### src/rtl/lut_bin_loader.sv
// Frame-gated loader that rewrites all 256 binarization LUT entries on a vsync edge.
// Optional band (lo..hi) thresholding is enabled with `define LUT_BAND_EN.
module lut_bin_loader #(
  parameter logic [7:0] DEFAULT_THR    = 8'd128,
  parameter bit         VS_ACTIVE_HIGH = 1'b1
) (
  input  logic       clk,
  input  logic       rst_n,
  input  logic       v_sync_in,
  input  logic       de_in,
  input  logic       cfg_valid,
  input  logic [7:0] cfg_thr,
`ifdef LUT_BAND_EN
  input  logic [7:0] cfg_thr_hi,
  output logic [7:0] thr_active_hi,
`endif
  output logic       cfg_ready,
  output logic       lut_we,
  output logic [7:0] lut_a,
  output logic [7:0] lut_d,
  output logic       busy,
  output logic       load_done,
  output logic [7:0] thr_active,
  output logic       err_overrun
);

  typedef enum logic [1:0] {IDLE, WAIT_VS, WRITE, DONE} state_t;

  localparam logic VS_INACTIVE = ~VS_ACTIVE_HIGH;

  state_t     state_q, state_d;
  logic [7:0] cnt_q, cnt_d;
  logic [7:0] pend_q, pend_d;
  logic       vs_prev_q;
  logic       cfg_ready_q, cfg_ready_d;
  logic       lut_we_q, lut_we_d;
  logic [7:0] lut_a_q, lut_a_d;
  logic [7:0] lut_d_q, lut_d_d;
  logic       busy_q, busy_d;
  logic       load_done_q, load_done_d;
  logic [7:0] thr_active_q, thr_active_d;
  logic       err_q, err_d;
  logic       vs_edge;
  logic       accept;
  logic       hit;
`ifdef LUT_BAND_EN
  logic [7:0] pend_hi_q, pend_hi_d;
  logic [7:0] thr_active_hi_q, thr_active_hi_d;
`endif

  assign vs_edge = VS_ACTIVE_HIGH ? (v_sync_in & ~vs_prev_q) : (~v_sync_in & vs_prev_q);
  assign accept  = (state_q == IDLE) && cfg_valid && cfg_ready_q;

`ifdef LUT_BAND_EN
  assign hit = (cnt_q >= pend_q) && (cnt_q <= pend_hi_q);
`else
  assign hit = (cnt_q >= pend_q);
`endif

  // State and output registers
  always_ff @(posedge clk) begin
    if (!rst_n) begin
      state_q      <= WAIT_VS;
      cnt_q        <= 8'h00;
      pend_q       <= DEFAULT_THR;
      vs_prev_q    <= VS_INACTIVE;
      cfg_ready_q  <= 1'b0;
      lut_we_q     <= 1'b0;
      lut_a_q      <= 8'h00;
      lut_d_q      <= 8'h00;
      busy_q       <= 1'b1;
      load_done_q  <= 1'b0;
      thr_active_q <= 8'h00;
      err_q        <= 1'b0;
`ifdef LUT_BAND_EN
      pend_hi_q       <= 8'hFF;
      thr_active_hi_q <= 8'hFF;
`endif
    end else begin
      state_q      <= state_d;
      cnt_q        <= cnt_d;
      pend_q       <= pend_d;
      vs_prev_q    <= v_sync_in;
      cfg_ready_q  <= cfg_ready_d;
      lut_we_q     <= lut_we_d;
      lut_a_q      <= lut_a_d;
      lut_d_q      <= lut_d_d;
      busy_q       <= busy_d;
      load_done_q  <= load_done_d;
      thr_active_q <= thr_active_d;
      err_q        <= err_d;
`ifdef LUT_BAND_EN
      pend_hi_q       <= pend_hi_d;
      thr_active_hi_q <= thr_active_hi_d;
`endif
    end
  end

  // Next-state, address counter and pending-threshold latch
  always_comb begin
    state_d = state_q;
    cnt_d   = cnt_q;
    pend_d  = pend_q;
`ifdef LUT_BAND_EN
    pend_hi_d = pend_hi_q;
`endif
    case (state_q)
      IDLE: begin
        if (accept) begin
          pend_d  = cfg_thr;
`ifdef LUT_BAND_EN
          pend_hi_d = cfg_thr_hi;
`endif
          state_d = WAIT_VS;
        end
      end
      WAIT_VS: begin
        cnt_d = 8'h00;
        if (vs_edge) state_d = WRITE;
      end
      WRITE: begin
        cnt_d = cnt_q + 8'd1;
        // Leave after entry 255 so the counter never starts a second pass
        if (cnt_q == 8'hFF) begin
          cnt_d   = 8'h00;
          state_d = DONE;
        end
      end
      DONE:    state_d = IDLE;
      default: state_d = WAIT_VS;
    endcase
  end

  // Output next values, registered one cycle behind the state
  always_comb begin
    cfg_ready_d  = (state_q == IDLE) && !accept;
    busy_d       = (state_q != IDLE) || accept;
    lut_we_d     = (state_q == WRITE);
    lut_a_d      = (state_q == WRITE) ? cnt_q : 8'h00;
    lut_d_d      = ((state_q == WRITE) && hit) ? 8'hFF : 8'h00;
    load_done_d  = (state_q == DONE);
    thr_active_d = (state_q == DONE) ? pend_q : thr_active_q;
    err_d        = err_q | (lut_we_q & de_in);
`ifdef LUT_BAND_EN
    thr_active_hi_d = (state_q == DONE) ? pend_hi_q : thr_active_hi_q;
`endif
  end

  assign cfg_ready   = cfg_ready_q;
  assign lut_we      = lut_we_q;
  assign lut_a       = lut_a_q;
  assign lut_d       = lut_d_q;
  assign busy        = busy_q;
  assign load_done   = load_done_q;
  assign thr_active  = thr_active_q;
  assign err_overrun = err_q;
`ifdef LUT_BAND_EN
  assign thr_active_hi = thr_active_hi_q;
`endif

endmodule

### config.mk
export PLATFORM = sky130hd
export DESIGN_NAME = lut_bin_loader
export DESIGN_NICKNAME = d
export VERILOG_FILES = /design/src/rtl/lut_bin_loader.sv
export SDC_FILE = /design/constraint.sdc
export NUM_CORES = 1
export LEC_CHECK = 0
export CORE_ASPECT_RATIO = 0.5
export CORE_MARGIN = 2
export CORE_UTILIZATION = 53
export CTS_CLUSTER_DIAMETER = 200
export DETAILED_ROUTE_END_ITERATION = 12
export PLACE_DENSITY = 0.89
export SYNTH_ARGS = -nofsm -noshare
export SYNTH_HDL_FRONTEND = slang
export SYNTH_SLANG_ARGS = --single-unit
### constraint.sdc
create_clock -name clk -period 4.88 [get_ports clk]
set_input_delay 1.22 -clock clk [delete_from_list [all_inputs] [get_ports clk]]
set_output_delay 1.22 -clock clk [all_outputs]
set_load 0.05 [all_outputs]
## After elaboration in Yosys (flattened, before gate mapping)

Index checks and enable logic that the tools add are counted.

| cells by class | value |
|---|---|
| add/sub/neg operators | 1 |
| magnitude comparators | 1 |
| equal/unequal tests | 7 |
| multiplexer cells | 7 |
| bitwise logic cells | 4 |
| reduce and logical (&&, ||, !) cells | 12 |

Operators with widths:

| kind | count |
|---|---|
| two-way mux 8 bit | 2 |
| case mux 8 bit (2 select lines) | 1 |
| adder 8 x 1 -> 8 bit, second input constant | 1 |
| equality test 8 bit, second input constant | 1 |
| greater-or-equal comparator 8 bit | 1 |
| case mux 2 bit (4 select lines) | 1 |
| two-way mux 2 bit | 3 |
| equality test 2 bit, second input constant | 2 |
| logical AND 1 bit | 4 |
| != test 2 bit, second input constant | 2 |
| AND reduction 2 bit | 2 |
| nonzero test 2 bit | 2 |
| AND reduction 3 bit | 1 |
| AND 1 bit | 2 |
| equality test 2 x 1 -> 1 bit, second input constant | 1 |
| zero test 2 bit | 1 |
| != test 2 x 1 -> 1 bit, second input constant | 1 |
| zero test 1 bit | 1 |
| logical OR 1 bit | 1 |
| NOT 1 bit | 1 |
| bitwise OR 1 bit | 1 |

| storage, ports and cells | value |
|---|---|
| flip-flop bits (word level) | 48 |
| bits of input ports | 13 |
| output and inout bits | 29 |
| logic and storage cells | 44 |

## Logic depth before layout (Yosys ltp)

Gate-level depths: netlist of run 1.

| logic depth | value |
|---|---|
| word-level depth | 5 |
| gate-level depth with buffers | 7 |

## Worst setup path before layout of run 1

Ideal clock, no wire load.

| timing | value |
|---|---|
| path type | register to output |
| start | register lut_d[6] (netlist name) |
| end | output lut_d[1] |
| arrival | 1013 ps |
| path slack | 2647 ps |
| cell stages (with the launch flop) | 2 |
| buffers on the path | 1 |
| cells stage by stage | dfxtp_1 > buf_4 |

RTL lines:

| item | line | RTL |
|---|---|---|
| end: declaration | 20 | `output logic [7:0] lut_d,` |

==> impl_metrics.toml, run 1 <==
[synthesis]
yosys_warnings = 0
yosys.cell_types.count = 33
synth_top_area_frac = 0.456
async_flop_share = 0
synth-edff-count = 0
synth_nets = 211
ys_seq_area_frac = 0.456
ys_ff_latch = 41
ys_top_cells_by_area = "dfxtp_1 (46%), ha_1 (9.7%), mux2i_1 (4.5%)"
syn-cell-area_mm2 = 0.00180
synth_flop_cell = "dfxtp_1"
syn-instance-count = 184
syn_area_per_cell_um2 = 9.78
synth.largest_area_cell = "dfxtp_1"

[critical_path]
arrival_ps = 1580
critPathKind = "register to output pin"
cp_num_cells = 1
start_kind = "register"
cp_num_buf_inv = 1
crit_path_max_fanout = 8
critical-path-max-stage-delay_ps = 860
rr_worst_depth = 6
crit_family = "buffers and inverters"
crit_path_cell_trace = "clkdlybuf4s50_1"
cp_slowest_cell = "clkdlybuf4s50_1"
crit_required_ps = 3660
end_kind = "output pin"

[clock_tree]
clk_pin_slew_ps = 80
cts_resized = 0
clock-sinks = 41
htreeDepth = 2
clockBufferDepth = 2
cts-root-buf = "clkbuf_8"
postCtsSetupBuffers = 0
postCtsHoldBufs = 0
insertion_delay_ps = 290
tritoncts = "built"
cts_buffers = 5

[timing]
min_period_over_period = 0.575
finalCriticalPeriod_ps = 2800
skew_ps = 8.92
final.setup.worst_slack_ps = 2080
fin_setup_tns_ps = 0
hold_violations = 0
rsz0062_at_grt = "false"
finalMaxSlewViolations = 0
whs_ps = 498
max_slew_margin = 0.385
worstMarginPinSlew_ps = 919
clock.fmax_mhz = 357
setup_viol = 0

[hold_path]
worstHoldPathCells = 2
hp-class = "register to register"

[place]
pre_cts_ws_ps = 2060
placed_area_mm2 = 0.00218
finalWeightedCongestion = 0.845
hpwl_mm = 2.44
numPortBuffers = 41

[final_layout]
nNetsFinal = 245
final_area_mm2 = 0.00226
drive_gt1_frac = 0.0642
fillerInstances = 251
area_growth_pct = 25.8
final_cell_mix = "dfxtp_1 (41), clkdlybuf4s50_1 (41), nand2_1 (20)"
insertedDiodeCount = 0

[power]
ir_worst_vdd_mv = 0.189
power_frac_clock = 0.263
sw_frac_of_total = 0.317
power_switching_mw = 0.264
intPower_mw = 0.568
leakagePower_nw = 0.894
p_total_mw = 0.832
p_comb_frac = 0.281
p_per_area_mw_per_mm2 = 368
pwr-share-seq = 0.456

[floorplan]
chipHeight_um = 45.2
design.portCount = 42
fp-row-count = 14
core_mm2 = 0.00312
die_w_um = 86.4
start_util = 0.577
dieArea_mm2 = 0.00391

[run_status]
status = "finished, final reports clean"

[run]
maxCapViolCount = 0

[detailed_routing]
via_per_inst = 5.15
dr.first_iter.drc_count = 58
antenna_left = 0
vias = 1328
first_pass_iters = 4
wl_per_cell_um = 13.1
drt_drc_violations_left = 0
routed_wl_mm = 3.39

[global_routing]
grt.total_usage = 0.184
grt_pass1_vias = 1191
grt_pass1_wl_mm = 5.35
grt_max_degree = 35
antenna_found_initial = 0
grt-ovfl-total = 0
## logic make-up after synthesis
kind of cell / Yosys count / synth area share
xor gates and xnor gates: 7 / 0.0341
buffers and inverters: 26 / 0.0709
AOI/OAI and AO/OA: 23 / 0.104
DFF: 41 / 0.456
adders and majority gates: 14 / 0.0974
and+or+nand+nor: 65 / 0.193
muxes: 8 / 0.0445
## per-stage QoR
stage,util,std cells
after global placement,0.698,251
after detailed placement,0.698,251
after CTS,0.726,258
after global routing,0.726,258
final,0.726,258
after floorplan,-,184
## cell usage after synthesis (7+ instances only)
cell type  instances
dfxtp_1           41
nand2_1           20
ha_1              14
inv_1             12
nor2b_1           11
and3_1             9
nor2_1             9
mux2i_1            8
a21boi_0           7
buf_4              7
## power groups by stage
| stage | combinational, mW | sequential [mW] | clock (mW) |
|---|---|---|---|
| 2_1_floorplan | 0.145 | 0.413 | 0 |
| 4_1_cts | 0.234 | 0.379 | 0.222 |
| 5_1_grt | 0.252 | 0.382 | 0.235 |
| 3_3_place_gp | 0.223 | 0.386 | 0 |
| 3_5_place_dp | 0.231 | 0.387 | 0 |
| 6_report | 0.234 | 0.380 | 0.219 |
## per-layer routing
layer  global-route usage  vias up  wire length [um]
met5                    0        -                 0
li1                     -      672                 -
met3               0.0603        5               151
met2                0.308       29              1550
met1                0.229      622              1650
met4               0.0656        0                39
## state kept, by name (all words and copies together), names as in the netlist
signal / flops
cnt_q: 8
lut_a: 8
pend_q: 8
thr_active: 8
state_q: 2
busy: 1
cfg_ready: 1
err_overrun: 1
load_done: 1
lut_d: 1
lut_we: 1
vs_prev_q: 1
## worst register-to-register path, delay by kind of cell (launching register included)
family / cells / cell delay, ps
flops: 1 / 430
simple gates: 2 / 330
compound gates: 2 / 460
buf+inv: 1 / 70
fa+ha+maj: 1 / 290
## layout make-up
class	instances	area, um^2	share of cell area
inverters	12	45.0	0.0199
flip-flops and latches	41	821	0.363
multi-input cells	117	851	0.376
clock buffers	7	86.3	0.0381
well taps	40	50.0	0.0221
repair buffers	41	410	0.181
## path summary, 6_finish.rpt
check	startpoint	to	slack (ps)
hold reg to reg	err_overrun	err_overrun	500
setup reg to reg	cnt_q[0]	lut_d[6]	3210
hold / removal	err_overrun	err_overrun	500
setup / recovery	lut_d[6]	lut_d[7]	2080
Power figures use the tool's default switching activity.
==> run 2, diff against run 1 <==
--- a/config.mk
+++ b/config.mk
@@ -7,10 +7,10 @@
 export LEC_CHECK = 0
 export CORE_ASPECT_RATIO = 0.5
 export CORE_MARGIN = 2
-export CORE_UTILIZATION = 53
+export CORE_UTILIZATION = 44
 export CTS_CLUSTER_DIAMETER = 200
 export DETAILED_ROUTE_END_ITERATION = 12
-export PLACE_DENSITY = 0.89
+export PLACE_DENSITY = 0.8
 export SYNTH_ARGS = -nofsm -noshare
 export SYNTH_HDL_FRONTEND = slang
 export SYNTH_SLANG_ARGS = --single-unit
==> constraint.sdc (replaced) <==
create_clock -name clk -period 2.25 [get_ports clk]
set_input_delay 0.5625 -clock clk [delete_from_list [all_inputs] [get_ports clk]]
set_output_delay 0.5625 -clock clk [all_outputs]
set_load 0.05 [all_outputs]
==> run 2 against run 1 <==
Effect of this change:
- core utilization fell by 14 points
- clock power rose by 96%
- clock skew fell by 4.6 ps
- die area rose by 19%
- first-iteration DRC count fell by 41%
- final cell count rose by 5.4%
- total power rose by 110%
- via count fell by 1.5%
- critical path type unchanged
- largest cell class unchanged
- highest routed layer unchanged
==> impl_metrics.toml, run 2 (synthesis results as in run 1) <==
[clock_tree]
postCtsSetupBuffers = 0
cts_resized = 0
cts_buffers = 5
insertion_delay_ps = 280
cts-root-buf = "clkbuf_8"
clock-sinks = 41
postCtsHoldBufs = 0
htreeDepth = 2
tritoncts = "built"
clk_pin_slew_ps = 70
clockBufferDepth = 2

[detailed_routing]
via_per_inst = 4.81
dr.first_iter.drc_count = 34
vias = 1308
antenna_left = 0
first_pass_iters = 4
drt_drc_violations_left = 0
routed_wl_mm = 3.43
wl_per_cell_um = 12.6

[power]
power_frac_clock = 0.243
intPower_mw = 1.19
p_total_mw = 1.76
p_comb_frac = 0.289
ir_worst_vdd_mv = 0.281
p_per_area_mw_per_mm2 = 774
leakagePower_nw = 0.894
sw_frac_of_total = 0.322
pwr-share-seq = 0.468
power_switching_mw = 0.568

[critical_path]
crit_path_max_fanout = 8
crit_required_ps = 1690
cp_slowest_cell = "clkdlybuf4s50_1"
start_kind = "register"
end_kind = "output pin"
arrival_ps = 1580
critical-path-max-stage-delay_ps = 850
crit_path_cell_trace = "clkdlybuf4s50_1"
reg2reg_slack_ps = 510
crit_family = "buffers and inverters"
critPathKind = "register to output pin"
cp_num_buf_inv = 1

[timing]
setup_viol = 0
skew_ps = 4.27
rsz0062_at_grt = "false"
finalCriticalPeriod_ps = 2150
finalMaxSlewViolations = 0
hold_violations = 0
fin_setup_tns_ps = 0
max_slew_margin = 0.644
worstMarginPinSlew_ps = 534
min_period_over_period = 0.954
clock.fmax_mhz = 466
whs_ps = 492

[final_layout]
final_area_mm2 = 0.00228
drive_gt1_frac = 0.0688
final_cell_mix = "dfxtp_1 (41), clkdlybuf4s50_1 (41), nand2_1 (20)"
area_growth_pct = 26.5
insertedDiodeCount = 0
nNetsFinal = 246
fin_util = 0.583

[floorplan]
design.portCount = 42
dieArea_mm2 = 0.00465
fp-row-count = 16
die_w_um = 94.4
core_mm2 = 0.00390
start_util = 0.461
chipHeight_um = 49.2

[run]
maxCapViolCount = 0

[place]
placed_area_mm2 = 0.00220
finalWeightedCongestion = 0.825
numPortBuffers = 41
hpwl_mm = 2.53

[global_routing]
antenna_found_initial = 0
grt-ovfl-total = 0
grt.total_usage = 0.161
grt_max_degree = 19
grt_pass1_vias = 1208
grt_pass1_wl_mm = 5.77

[run_status]
status = "finished, final reports clean"

[hold_path]
hp-class = "register to register"
[run 2: cell count changes in the layout (fill, tap and decap cells not counted)]
cell,before,now
buf_4,0,1
clkbuf_1,1,0
clkbuf_8,6,5
clkinv_2,0,1
[run 2: cell type report]
| cell class | count | area [um^2] |
|---|---|---|
| Clock buffer | 5 | 68.8 |
| Clock inverter | 1 | 5.00 |
| Fill cell | 344 | 1630 |
| Inverter | 12 | 45.0 |
| Multi-Input combinational cell | 117 | 851 |
| Sequential cell | 41 | 821 |
| Tap cell | 54 | 67.6 |
| Timing Repair Buffer | 42 | 418 |
[run 2: path summary, 6_finish.rpt]
path                   start   endpoint  cells past startpoint
setup / recovery    lut_d[6]   lut_d[2]                      1
setup reg to reg  state_q[0]   cnt_q[7]                      6
hold reg to reg    pend_q[2]  pend_q[2]                      2
hold / removal     pend_q[2]  pend_q[2]                      2
[run 2: power groups by stage]
stage / sequential [mW] / clock (mW) / combinational [mW]
2_1_floorplan: 0.896 / 0 / 0.314
3_3_place_gp: 0.836 / 0 / 0.488
3_5_place_dp: 0.840 / 0 / 0.507
4_1_cts: 0.824 / 0.442 / 0.511
5_1_grt: 0.831 / 0.488 / 0.547
6_report: 0.824 / 0.429 / 0.509
[run 2: per-stage QoR]
step                std cells  worst slack [ps]
CTS                       272              91.6
detailed placement        266               343
floorplan                 184               674
global placement          266               397
finish                    272               104
global route              272              25.6
[run 2: worst reg2reg max path, cell delays in order, from the launching register on]
cell,delay (ps)
dfxtp_1,400
inv_1,110
ha_1,500
nand4_1,260
nor2_1,180
xnor2_1,140
nor2_1,50
[run 2: metal layers]
layer,wire [um],track usage,vias to the layer above
met3,153,0.0464,2
met5,0,0,-
met4,21,0.0531,0
met1,1630,0.213,613
met2,1620,0.255,21
li1,-,-,672
